## config.mk

```make
export PLATFORM = sky130hd
export DESIGN_NAME = mult_shift_seq
export DESIGN_NICKNAME = d
export VERILOG_FILES = /design/src/rtl/mult_defs_pkg.sv /design/src/rtl/mult_addshift_step.sv /design/src/rtl/mult_shift_seq.sv
export SDC_FILE = /design/constraint.sdc
export NUM_CORES = 1
export LEC_CHECK = 0
export BUFFER_PORTS_ARGS = -buffer_cell sky130_fd_sc_hd__buf_2
export CORE_MARGIN = 1.5
export CORE_UTILIZATION = 30
export DETAILED_ROUTE_END_ITERATION = 10
export PLACE_DENSITY = 0.43
export SYNTH_ARGS = -nofsm -noshare
export SYNTH_HDL_FRONTEND = slang
export SYNTH_SLANG_ARGS = --single-unit
```

## constraint.sdc

```tcl
create_clock -name clk -period 4.9 [get_ports clk]
set_input_delay 0.49 -clock clk [delete_from_list [all_inputs] [get_ports clk]]
set_output_delay 0.49 -clock clk [all_outputs]
set_load 0.005 [all_outputs]
```

## src/rtl/mult_defs_pkg.sv

```systemverilog
// Shared definitions for the sequential shift-and-add multiplier.
//   state_t     : controller states {IDLE, RUN, DONE}
//   MULT_WIDTH  : default operand width (MIPS rs/rt)
//   CNT_W       : iteration counter width for the default operand width
package mult_defs_pkg;

    localparam int MULT_WIDTH = 32;
    localparam int CNT_W      = $clog2(MULT_WIDTH);

    typedef enum logic [1:0] {
        IDLE = 2'd0,
        RUN  = 2'd1,
        DONE = 2'd2
    } state_t;

endpackage

```

## src/rtl/mult_addshift_step.sv

```systemverilog
// One shift-and-add iteration, purely combinational.
// Ports:
//   acc_hi      in  WIDTH  upper half of the running product
//   mplier      in  WIDTH  remaining multiplier bits (bit 0 is consumed now)
//   mcand       in  WIDTH  multiplicand magnitude
//   sum_hi      out WIDTH  acc_hi plus mcand when mplier[0] is set, before the shift
//   carry       out 1      carry out of that WIDTH+1-bit add
//   mplier_next out WIDTH  multiplier shifted right by one, zero filled
// The caller performs the right shift of {carry, sum_hi, acc_lo}.
module mult_addshift_step #(
    parameter int WIDTH = 32
) (
    input  logic [WIDTH-1:0] acc_hi,
    input  logic [WIDTH-1:0] mplier,
    input  logic [WIDTH-1:0] mcand,
    output logic [WIDTH-1:0] sum_hi,
    output logic             carry,
    output logic [WIDTH-1:0] mplier_next
);

    logic [WIDTH:0] addend;

    always_comb begin
        addend          = mplier[0] ? {1'b0, mcand} : '0;
        {carry, sum_hi} = {1'b0, acc_hi} + addend;
        // Zero fill keeps "remaining multiplier bits" meaningful for the
        // early-exit test; the fixed-length build never looks at these bits.
        mplier_next     = {1'b0, mplier[WIDTH-1:1]};
    end

endmodule

```

## src/rtl/mult_shift_seq.sv

```systemverilog
// Sequential shift-and-add multiplier (MIPS MULT/MULTU -> HI/LO).
// One multiplier bit per cycle; signed operation is done on magnitudes and
// the sign is applied to the final 2*WIDTH product.
// Ports:
//   clk        in   1      rising-edge clock
//   rst_n      in   1      asynchronous active-low reset
//   start      in   1      begin a multiply; honoured only in IDLE or DONE
//   signed_op  in   1      1 = MULT (two's complement), 0 = MULTU
//   a          in   WIDTH  multiplicand (rs)
//   b          in   WIDTH  multiplier (rt)
//   busy       out  1      high while iterating
//   done       out  1      one-cycle pulse; hi/lo valid in the same cycle
//   hi, lo     out  WIDTH  product words, held until the next done
// Build option: MULT_EARLY_EXIT_EN ends the iteration as soon as the
// remaining multiplier bits are all zero and realigns the accumulator.
//
// state | meaning
// IDLE  | waiting for start
// RUN   | one add/shift step per cycle
// DONE  | sign-correct accumulator, load hi/lo (done pulses next cycle)
module mult_shift_seq
    import mult_defs_pkg::*;
#(
    parameter int WIDTH = MULT_WIDTH
) (
    input  logic             clk,
    input  logic             rst_n,
    input  logic             start,
    input  logic             signed_op,
    input  logic [WIDTH-1:0] a,
    input  logic [WIDTH-1:0] b,
    output logic             busy,
    output logic             done,
    output logic [WIDTH-1:0] hi,
    output logic [WIDTH-1:0] lo
);

    localparam int CNT_BITS = (WIDTH > 1) ? $clog2(WIDTH) : 1;
    localparam logic [CNT_BITS-1:0] LAST_CNT = CNT_BITS'(WIDTH - 1);

    state_t               state, state_next;
    logic [WIDTH-1:0]     mcand;
    logic [WIDTH-1:0]     mplier;
    logic [2*WIDTH-1:0]   acc;
    logic                 neg;
    logic [CNT_BITS-1:0]  count;
    logic                 done_q;
    logic [WIDTH-1:0]     hi_q, lo_q;

    logic                 accept;
    logic                 run_exit;
    logic [WIDTH-1:0]     mag_a, mag_b;
    logic [WIDTH-1:0]     sum_hi, mplier_step;
    logic                 carry;
    logic [2*WIDTH-1:0]   acc_next, acc_run, product;

    mult_addshift_step #(.WIDTH(WIDTH)) u_step (
        .acc_hi      (acc[2*WIDTH-1:WIDTH]),
        .mplier      (mplier),
        .mcand       (mcand),
        .sum_hi      (sum_hi),
        .carry       (carry),
        .mplier_next (mplier_step)
    );

    always_comb begin
        accept   = start && ((state == IDLE) || (state == DONE));
        mag_a    = (signed_op && a[WIDTH-1]) ? -a : a;
        mag_b    = (signed_op && b[WIDTH-1]) ? -b : b;
        acc_next = {carry, sum_hi, acc[WIDTH-1:1]};
`ifdef MULT_EARLY_EXIT_EN
        run_exit = (count == LAST_CNT) || (mplier_step == '0);
        // After count+1 steps the product sits WIDTH-1-count bits too high.
        acc_run  = run_exit ? (acc_next >> (LAST_CNT - count)) : acc_next;
`else
        run_exit = (count == LAST_CNT);
        acc_run  = acc_next;
`endif
        product  = neg ? -acc : acc;
    end

    always_comb begin
        state_next = state;
        unique case (state)
            IDLE: if (accept)   state_next = RUN;
            RUN:  if (run_exit) state_next = DONE;
            DONE: state_next = accept ? RUN : IDLE;
            default: state_next = IDLE;
        endcase
    end

    always_ff @(posedge clk or negedge rst_n) begin
        if (!rst_n) begin
            state <= IDLE;
        end else begin
            state <= state_next;
        end
    end

    always_ff @(posedge clk or negedge rst_n) begin
        if (!rst_n) begin
            mcand  <= '0;
            mplier <= '0;
            acc    <= '0;
            neg    <= 1'b0;
            count  <= '0;
        end else if (accept) begin
            mcand  <= mag_a;
            mplier <= mag_b;
            neg    <= signed_op & (a[WIDTH-1] ^ b[WIDTH-1]);
            acc    <= '0;
            count  <= '0;
        end else if (state == RUN) begin
            acc    <= acc_run;
            mplier <= mplier_step;
            count  <= count + 1'b1;
        end
    end

    always_ff @(posedge clk or negedge rst_n) begin
        if (!rst_n) begin
            done_q <= 1'b0;
            hi_q   <= '0;
            lo_q   <= '0;
        end else begin
            done_q <= (state == DONE);
            if (state == DONE) begin
                hi_q <= product[2*WIDTH-1:WIDTH];
                lo_q <= product[WIDTH-1:0];
            end
        end
    end

    assign busy = (state == RUN);
    assign done = done_q;
    assign hi   = hi_q;
    assign lo   = lo_q;

endmodule

```

Word level (Yosys, flattened, before mapping)
Index checks and enable logic that the tools add are counted.

cells by class
  add/sub/neg operators = 5
  eq/ne operators = 5
  multiplexer cells = 14
  bitwise logic cells = 2
  reduce and logical (&&, ||, !) cells = 7

operators with widths
  operator                                                count
  two-way mux 64 bit                                      3
  two-way mux 32 bit                                      5
  negation 32 bit                                         2
  negation 64 bit                                         1
  adder 32 x 33 -> 33 bit                                 1
  two-way mux 5 bit                                       2
  one-hot mux 2 bit (3 select lines)                      1
  adder 5 x 1 -> 5 bit (second input constant)            1
  equality test 5 bit (second input constant)             1
  two-way mux 2 bit                                       2
  logical AND 1 bit                                       3
  equality test 2 x 1 -> 1 bit (second input constant)    1
  equality test 2 bit (second input constant)             1
  zero test 2 bit                                         1
  inequality test 2 x 1 -> 1 bit (second input constant)  1
  inequality test 2 bit (second input constant)           1
  AND reduction 2 bit                                     1
  nonzero test 2 bit                                      1
  AND 1 bit                                               1
  logical OR 1 bit                                        1
  two-way mux 1 bit                                       1
  XOR 1 bit                                               1

word-level totals
  bits in registers = 201
  input bits = 68
  output and inout bits = 66
  word-level logic and storage cells = 42

Depth between registers and ports, before layout
Gate-level depths: netlist of run 1.

  depth in word-level cells = 5
  depth in mapped cells = 11

Cells and area by module
A second synthesis of run 1 with hierarchy kept.

second synthesis, totals
  cell total of the unflattened synthesis = 1411
  area total of the unflattened synthesis = 12605.8 um2

by module, submodules not included
  module              times used  cells each  area an instance (um2)  seq. area each (um2)
  mult_shift_seq      1           1056        10166.0                 5029.8
  mult_addshift_step  1           355         2439.8                  0.0

Worst setup path before layout of run 1
OpenSTA, ideal clock, no wires.

  path kind = register to register
  start point = reg mplier[0]
  end point = reg acc[59]
  arrival = 3.279 ns
  required time = 4.778 ns
  slack = 1.500 ns
  cell stages (with the launch flop) = 12
  path buffers = 1
  clock period less this slack = 3.400 ns
  cells stage by stage = dfrtp_1 > clkbuf_1 > and2_1 > ha_1 > fa_1 > a21o_1 > a221o_1 > a31o_2 > o41ai_2 > nor3_1 > or4_1 > a32o_1

between the ends
  longest elaborated chain between the ends = 4

RTL lines
  item                     RTL line                  text
  from (decl)              mult_shift_seq.sv:43      logic [WIDTH-1:0] mplier;
  from (signal assigned)   mult_shift_seq.sv:109     mplier <= mag_b;
  from (signal assigned)   mult_shift_seq.sv:115     mplier <= mplier_step;
  two-way mux 32 bit       mult_addshift_step.sv:24  addend = mplier[0] ? {1'b0, mcand} : '0;
  adder 32 x 33 -> 33 bit  mult_addshift_step.sv:25  {carry, sum_hi} = {1'b0, acc_hi} + addend;
  two-way mux 64 bit       mult_shift_seq.sv:113     end else if (state == RUN) begin
  two-way mux 64 bit       mult_shift_seq.sv:107     end else if (accept) begin
  to (signal assigned)     mult_shift_seq.sv:114     acc <= acc_run;
  to (decl)                mult_shift_seq.sv:44      logic [2*WIDTH-1:0] acc;

Every way passes these cells. The select of a mux whose other input is x is not followed.
A chain may end at the register's enable or synchronous reset.

Worst setup path in the final report of run 1
Ends and elaborated chain as after synthesis.

==> flow_summary.ini, run 1 <==
[clock_tree]
cts_tree = done
clkTransAtPathRegs_ps = 60
cts_hold_buf = 0
cts_root_buf = clkbuf_16
cts_buffer_depth = 3
post_cts_buffers = 0
cts_buffers = 25
clock_latency_ps = 530
cts_sinks = 201
ctsResizeCount = 0
h-tree-depth = 1

[timing]
slew_violations = 0
fin_skew_ps = 8.09
fin_ws_ps = 1130
setup_violations = 0
tightest_slew_ps = 887
rsz0062_at_grt = false
tns_ps = 0
slew_headroom_pct = 40.7
fin_hold_ws_ps = -17.5
maxClockFrequency_ghz = 0.265
fin_crit_ps = 3770
min_period_over_period_pct = 77.0
hold_viol_final = 3

[grt]
first_global_vias = 9875
grt_usage_pct = 16.3
grt_overflow = 0
grt_pass1_wl_mm = 54.8
grt_max_degree = 122
antenna_found_initial = 0

[synth]
ys_seq_elements = 201
netlist-cell-type-count = 60
async_flop_share_pct = 100
avgSynthCellArea_um2 = 8.93
ys_warn_count = 0
synth_area_mm2 = 0.0119
synth_cells = 1336
yosysSeqAreaShare_pct = 42.1
synth-edff-count = 0
syn-num-nets = 1442
yosys_most_used_dff = dfrtp_1

[floorplan]
dieArea_mm2 = 0.0410
initial_core_util_pct = 30.7
core_mm2 = 0.0389
die_w_um = 202
rows = 72
die_height_um = 202
ios = 134

[route]
drc = 0
wl_per_cell_um = 17.0
postRouteAntennaNets = 0
wirelength_mm = 33.3
drt_iter0_drc = 505
num_vias = 9816
first_pass_iters = 5
via_per_inst = 5.00

[worst_hold_path]
min_path_type = in -> async

[setup_path]
worst-path-buf-inv = 1
critPathMaxStageDelay_ps = 660
ff2ff_setup_slack_ps = 1130
r2r_start = mplier[0]$_DFFE_PN0P_
critPathTopFamily = compound AO/OA/AOI/OAI gates
worstSetupPathDepth = 11
crit_required_ps = 5310
slowest_stage = dfrtp_1
worstPathCellList = and2_1 > ha_1 > fa_1 > a21o_1 > a221o_1 > a31o_2 > o41ai_2 > buf_4 > nor3_1 > or4_1 > a32o_1
path_max_fanout = 33
endpoint_kind = register
startpoint_type = register
arrival_ps = 4190
crit_type = reg -> reg
r2r_cells = 11
r2r-end = acc[59]$_DFFE_PN0P_

[power_and_ir_drop]
power_leakage_nw = 6.08
power.density_mw_per_mm2 = 657
ir_worst_vdd_mv = 0.287

[run_status]
violations = negative hold slack
status = complete, but fails checks

[final_layout]
diodes = 0
regArea_mm2 = 0.00503
design_area_mm2 = 0.0139
drive_gt1_share_pct = 14.2
multi_input_area_mm2 = 0.00657
layout-area-overhead-vs-synth_pct = 16.6
final_cell_count_no_fill = 1962
n_fill_cell = 4115
final_nets = 1532

[job]
drv_cap = 0

[place]
io_buffers = 133
place_area_mm2 = 0.0131
dpl_worst_slack_ps = 1090
dp_cells = 1917
hpwl_mm = 23.9
gp_congestion = 0.833
## synthesized netlist by cell type, drive strengths merged (4+ instances only)
cell,count,area share (%)
a211oi,6,0.38
a21o,15,0.94
a21oi,56,2.3
a221o,4,0.34
a22o,34,2.5
a22oi,21,1.3
a31oi,11,0.58
and2,39,2.0
and3,15,0.79
buf,7,0.27
clkbuf,73,2.3
dfrtp,201,42
ha,37,3.9
inv,13,0.41
nand2,203,6.4
nand2b,8,0.48
nand3,14,0.59
nand4,15,0.84
nor2,67,2.1
nor2b,6,0.31
nor3,20,0.84
nor4,12,0.81
o21ai,195,8.2
o21bai,6,0.38
o31ai,30,2.1
o41ai,17,1.5
or3,13,0.68
or4,18,1.2
xnor2,48,3.5
xor2,98,7.2
## layout by cell type, fill, tap and decap left out, types with 4 or more instances in the layout
cell type,count
a221o_1,4
and2_1,39
nand4_1,14
nor2_1,66
nand2_1,203
o31ai_1,25
nand2b_1,5
buf_2,132
xor2_1,98
xnor2_1,48
o41ai_1,13
clkbuf_1,8
nor2b_1,6
o21bai_1,6
buf_4,8
nor3_1,20
ha_1,37
o21ai_1,13
a21o_1,15
a21oi_1,56
clkbuf_8,6
or3_1,13
and3_1,15
o31ai_2,5
o41ai_2,4
a31oi_1,11
nand3_1,14
clkbuf_16,25
nor4_1,10
dfrtp_1,200
inv_1,12
o21ai_0,182
a22oi_1,21
a22o_1,34
or4_1,16
a211oi_1,6
## cells by family (layout without fill, tap and decap cells)
kind of cell	Yosys count	after routing	synth area share (%)
fa+ha+maj	38	38	4.05
simple gates	439	439	17.8
compound gates	417	417	22.2
xor+xnor	146	146	10.7
buf+inv	93	201	2.98
mux	2	2	0.168
flops	201	201	42.1
## stage by stage
step / utilization [%] / total power [mW]
CTS: 35.7 / 9.29
detailed placement: 33.6 / 7.33
global placement: 33.6 / 7.29
global route: 35.7 / 9.98
finish: 35.7 / 9.14
floorplan: - / 5.92
## state kept, by name, indices dropped and copies added, names as in the netlist
register	cells
hi	32
mplier	32
acc	64
done	1
state	2
neg	1
mcand	32
lo	32
count	5
## power breakdown
| group | total [mW] | switching [mW] | internal, mW |
|---|---|---|---|
| clock network | 1.90 | 0.727 | 1.17 |
| logic | 4.02 | 2.32 | 1.70 |
| registers | 3.22 | 0.817 | 2.41 |
## final cells by class
| cell class | instances | share of cell area [%] |
|---|---|---|
| clock buffers | 38 | 5.21 |
| clock inverters | 7 | 0.837 |
| inverters | 13 | 0.351 |
| multi-input cells | 1042 | 47.2 |
| flip-flops and latches | 201 | 36.2 |
| well taps | 518 | 4.66 |
| repair buffers | 143 | 5.57 |
## routing by layer
layer  wire (um)  track usage, %
met4         448            2.96
met3        1370            2.05
met1       17500            25.3
met5           0               0
met2       13900            24.2
## how the worst max path moves through the flow
| stage | start | to | slack (ps) |
|---|---|---|---|
| final | mplier[0]$_DFFE_PN0P_ | acc[59]$_DFFE_PN0P_ | 1130 |
| after global routing | mplier[0]$_DFFE_PN0P_ | acc[59]$_DFFE_PN0P_ | 860 |
| after CTS | mplier[0]$_DFFE_PN0P_ | acc[59]$_DFFE_PN0P_ | 1070 |
| after detailed placement | mplier[0]$_DFFE_PN0P_ | acc[59]$_DFFE_PN0P_ | 1090 |
| after global placement | mplier[0]$_DFFE_PN0P_ | acc[59]$_DFFE_PN0P_ | 1140 |
| after floorplan | mplier[0]$_DFFE_PN0P_ | acc[59]$_DFFE_PN0P_ | 1500 |
Note: power is estimated with default switching activity, not from simulation.
==> inputs of run 2 (changes only) <==
==> constraint.sdc (replaced) <==
create_clock -name clk -period 3.8 [get_ports clk]
set_input_delay 0.38 -clock clk [delete_from_list [all_inputs] [get_ports clk]]
set_output_delay 0.38 -clock clk [all_outputs]
set_load 0.005 [all_outputs]
==> run 2 against run 1 <==
Effect of this change:
- sequential share of layout area is 0.62 points lower
- clock skew rose by 0.97 ps
- design area is 1.7% higher
- die area stayed put
- cell count is 0.92% higher
- non-clock buffer count up 15
- total power increased by 33%
- the flow now finishes without violations
- via count is 0.24% higher
- clock power grew 45%
- flip-flop and latch count unchanged
==> flow_summary.ini, run 2 (synthesis results as in run 1) <==
[setup_path]
startpoint_type = register
arrival_ps = 3860
critPathMaxStageDelay_ps = 430
ff2ff_setup_slack_ps = 350
worstPathCellList = and2_1 > ha_1 > fa_1 > a21o_1 > a221o_1 > a31o_2 > o41ai_2 > nor3_1 > or4_1 > a32o_1
endpoint_kind = register
path_max_fanout = 9
slowest_stage = dfrtp_1
crit_required_ps = 4220
crit_type = reg -> reg

[timing]
rsz0062_at_grt = false
slew_headroom_pct = 43.4
min_period_over_period_pct = 90.8
slew_violations = 0
tns_ps = 0
hold_viol_final = 0
fin_crit_ps = 3450
fin_skew_ps = 9.06
setup_violations = 0
tightest_slew_ps = 850
maxClockFrequency_ghz = 0.290

[final_layout]
drive_gt1_share_pct = 15.5
largest-register = acc
largest_reg_flops = 64
final_nets = 1548
n_fill_cell = 4111
layout_commonest_cell = nand2_1
diodes = 0
mostFrequentLayoutCells = 203 x nand2_1, 200 x dfrtp_1, 182 x o21ai_0, 132 x buf_2, 98 x xor2_1
layout-area-overhead-vs-synth_pct = 18.6

[place]
io_buffers = 133
hpwl_mm = 24.5
gp_congestion = 0.832

[clock_tree]
cts_buffers = 26
cts_buffer_depth = 3
clkTransAtPathRegs_ps = 60
cts_sinks = 201
clock_latency_ps = 540
h-tree-depth = 1
cts_root_buf = clkbuf_16
ctsResizeCount = 0
cts_tree = done

[grt]
grt_pass1_wl_mm = 55.0
antenna_found_initial = 0
grt_overflow = 0
first_global_vias = 9784
grt_usage_pct = 16.5
grt_max_degree = 90

[job]
drv_cap = 0

[floorplan]
initial_core_util_pct = 30.7
ios = 134
die_height_um = 202
dieArea_mm2 = 0.0410
rows = 72
die_w_um = 202
core_mm2 = 0.0389

[route]
postRouteAntennaNets = 0
num_vias = 9840
first_pass_iters = 5
wirelength_mm = 33.6
drc = 0
drt_iter0_drc = 388
wl_per_cell_um = 17.0
via_per_inst = 4.97

[power_and_ir_drop]
pwr-share-comb_pct = 43.5
power_leakage_nw = 6.22
finalPower_mw = 12.2
power.density_mw_per_mm2 = 860
p_int_mw = 7.15
switchingPower_mw = 5.03
switching_share_pct = 41.3
ir_worst_vdd_mv = 0.277
pwr-share-seq_pct = 33.8
clockPowerShare_pct = 22.7

[run_status]
status = complete, no violations

[worst_hold_path]
min_path_type = in -> reg
run 2: cell types whose count changed in the layout (fill, tap and decap cells not counted), sizes merged:
cell | previous run | this run
buf | 142 | 156
dlygate4sd3 | 0 | 1
clkbuf | 39 | 36
clkinv | 2 | 5
bufinv | 3 | 6
run 2: power groups by stage:
stage / Sequential (mW) / Clock [mW] / Combinational [mW]
detailed placement: 4.16 / 0 / 5.36
global placement: 4.15 / 0 / 5.34
CTS: 4.12 / 2.85 / 5.38
global route: 4.27 / 2.93 / 6.07
floorplan: 3.77 / 0 / 3.87
finish: 4.11 / 2.76 / 5.30
run 2: metrics by stage:
stage	setup slack [ps]	cells	utilization, %	instance area, um2	hold WS, ps
after detailed placement	371	1931	33.9	13200	463
after global placement	420	1931	33.9	13200	456
after CTS	356	1980	36.4	14200	101
after floorplan	400	1336	-	11900	84.4
after global routing	178	1980	36.4	14200	125
final	351	1980	36.4	14200	136
run 2: layer usage:
layer	routed length (um)	vias to the layer above	global-route usage, %	part of all wire, %
met5	0	-	0	0
met4	606	0	4.10	1.8
met3	1110	41	1.86	3.3
met2	14000	160	24.3	42
met1	17800	4635	25.5	53
li1	-	5004	-	-
run 2: final timing paths:
path / start / end / cells after the start
max in group asynchronous: rst_n / mplier[14]$_DFFE_PN0P_ / 3
worst min-delay path: a[31] / mcand[31]$_DFFE_PN0P_ / 3
worst max register to register: mplier[0]$_DFFE_PN0P_ / acc[59]$_DFFE_PN0P_ / 10
worst min register to register: lo[24]$_DFFE_PN0P_ / lo[24]$_DFFE_PN0P_ / 2
worst max-delay path: mplier[0]$_DFFE_PN0P_ / acc[59]$_DFFE_PN0P_ / 10
min in group asynchronous: rst_n / hi[0]$_DFFE_PN0P_ / 2
run 2: what timing repair did:
item / 4_1_cts / 5_1_grt
hold buffers: 1 / 0
endpoints found under the hold margin: 73 / 0
buffers inserted: 0 / 0
run 2: layout make-up:
cell class,count,area (um2),area share (%)
Timing Repair Buffer,158,890,6.29
Tap cell,518,648,4.58
Multi-Input combinational cell,1042,6570,46.4
Inverter,13,48.8,0.345
Clock buffer,35,746,5.27
Sequential cell,201,5030,35.6
Clock inverter,13,221,1.56
run 2: worst max-delay path, delay by kind of cell, from the launching register on:
family,cells,cell delay (ps)
AOI/OAI and AO/OA,5,1560
adders and majority gates,2,630
DFF,1,430
and+or+nand+nor,3,720
==> inputs of run 3 (changes only) <==
--- a/config.mk
+++ b/config.mk
@@ -10,6 +10,8 @@
 export CORE_UTILIZATION = 30
 export DETAILED_ROUTE_END_ITERATION = 10
 export PLACE_DENSITY = 0.43
+export RECOVER_POWER = 50
+export SETUP_SLACK_MARGIN = 0.05
 export SYNTH_ARGS = -nofsm -noshare
 export SYNTH_HDL_FRONTEND = slang
 export SYNTH_SLANG_ARGS = --single-unit
==> run 3 against run 2 <==
Effect of this change:
- the run now ends with max-capacitance violations, max-slew violations left
- non-clock buffer count unchanged
- sequential power barely moved
- clock power hardly changed
- total power fell by 0.23%
- design area decreased by 0.50%
- first-iteration DRC count increased by 8.2%
- maximum frequency grew 0.27%
- cell count unchanged
- worst setup slack better by 9.5 ps
- combinational power about the same
- register-to-register slack barely moved
- critical path type unchanged
==> flow_summary.ini, run 3 (synthesis results as in run 1) <==
[run_status]
status = complete, but fails checks
violations = max-capacitance violations, max-slew violations

[route]
first_pass_iters = 5
drt_iter0_drc = 420
wl_per_cell_um = 17.0
postRouteAntennaNets = 0
num_vias = 9840
wirelength_mm = 33.6
drc = 0
via_per_inst = 4.97

[timing]
slew_violations = 78
setup_violations = 0
min_period_over_period_pct = 90.5
fin_skew_ps = 10.2
tightest_slew_ps = 2030
hold_viol_final = 0
fin_hold_ws_ps = 136
fin_ws_ps = 361
tns_ps = 0
fin_crit_ps = 3440
maxClockFrequency_ghz = 0.291
slew_headroom_pct = -35.5
rsz0062_at_grt = false

[job]
drv_cap = 1

[floorplan]
rows = 72
dieArea_mm2 = 0.0410
die_height_um = 202
die_w_um = 202
ios = 134
initial_core_util_pct = 30.7
core_mm2 = 0.0389

[final_layout]
diodes = 0
layout-area-overhead-vs-synth_pct = 18.0
final_nets = 1548
mostFrequentLayoutCells = 203 x nand2_1, 200 x dfrtp_1, 182 x o21ai_0, 102 x buf_2, 98 x xor2_1
final_core_util_pct = 36.2
largest-register = acc
layout_commonest_cell = nand2_1
drive_gt1_share_pct = 13.3
largest_reg_flops = 64

[clock_tree]
h-tree-depth = 1
cts_buffer_depth = 3
clock_latency_ps = 540
cts_buffers = 26
post_cts_buffers = 0
clkTransAtPathRegs_ps = 60
ctsResizeCount = 0
cts_tree = done
cts_root_buf = clkbuf_16
cts_sinks = 201

[setup_path]
ff2ff_setup_slack_ps = 360
crit_type = reg -> reg
r2r_start = mplier[0]$_DFFE_PN0P_
r2r-end = acc[59]$_DFFE_PN0P_
endpoint_kind = register
startpoint_type = register
path_max_fanout = 9
r2r_cells = 10
arrival_ps = 3860
crit_required_ps = 4220

[place]
hpwl_mm = 24.5
dpl_worst_slack_ps = 371
io_buffers = 133
gp_congestion = 0.832

[grt]
grt_overflow = 0
antenna_found_initial = 0
grt_max_degree = 90
grt_pass1_wl_mm = 55.0
first_global_vias = 9784
grt_usage_pct = 16.5

[power_and_ir_drop]
power.density_mw_per_mm2 = 863
power_leakage_nw = 6.11
ir_worst_vdd_mv = 0.278

[worst_hold_path]
hold-path-endpoint = mcand[31]$_DFFE_PN0P_
hold_start = a[31]
whs_path_depth = 3
min_path_type = in -> reg
## run 3: cell count changes in the layout (fill, tap and decap cells not counted), sizes merged
cell / previous run / this run
clkbuf: 36 / 69
buf: 156 / 123
## run 3: worst max path at each step
stage / cells past startpoint / slack (ps) / to / startpoint
6_report: 10 / 360 / acc[59]$_DFFE_PN0P_ / mplier[0]$_DFFE_PN0P_
5_1_grt: 10 / 180 / acc[59]$_DFFE_PN0P_ / mplier[0]$_DFFE_PN0P_
4_1_cts: 10 / 360 / acc[59]$_DFFE_PN0P_ / mplier[0]$_DFFE_PN0P_
3_5_place_dp: 10 / 370 / acc[59]$_DFFE_PN0P_ / mplier[0]$_DFFE_PN0P_
3_3_place_gp: 10 / 420 / acc[59]$_DFFE_PN0P_ / mplier[0]$_DFFE_PN0P_
2_1_floorplan: 11 / 400 / acc[59]$_DFFE_PN0P_ / mplier[0]$_DFFE_PN0P_
## run 3: what timing repair did
item | 4_1_cts | 5_1_grt
endpoints found under the hold margin | 73 | 0
setup endpoints to repair | 0 | 0
hold buffers | 1 | 0
## run 3: through the flow
| step | area (um2) | power (mW) | instances |
|---|---|---|---|
| after CTS | 14200 | 12.3 | 1980 |
| after global routing | 14100 | 13.2 | 1980 |
| after detailed placement | 13200 | 9.52 | 1931 |
| after floorplan | 11900 | 7.63 | 1336 |
| final | 14100 | 12.1 | 1980 |
| after global placement | 13200 | 9.48 | 1931 |
## run 3: where the power goes
group          internal (mW)  switching [mW]
registers               3.11            1.01
logic                   2.23            3.04
clock network           1.78           0.984
total                   7.11            5.03
## run 3: layout make-up
class	instances	area, um2
clock buffers	35	746
clock inverters	13	221
fillers	4136	24800
inverters	13	48.8
multi-input cells	1042	6570
flip-flops and latches	201	5030
well taps	518	648
repair buffers	158	820
## run 3: metal layers
| layer | part of all wire, % | wire length [um] | GRT usage (%) | up-vias |
|---|---|---|---|---|
| met5 | 0 | 0 | 0 | - |
| met3 | 3.4 | 1130 | 1.86 | 39 |
| met1 | 53 | 17900 | 25.5 | 4641 |
| li1 | - | - | - | 5001 |
| met2 | 42 | 14000 | 24.3 | 159 |
| met4 | 1.8 | 606 | 4.10 | 0 |
## run 3: worst max-delay path: stages (launching register included)
cell	delay, ps
dfrtp_1	430
and2_1	180
ha_1	220
fa_1	410
a21o_1	210
a221o_1	380
a31o_2	300
o41ai_2	410
nor3_1	110
or4_1	420
a32o_1	260
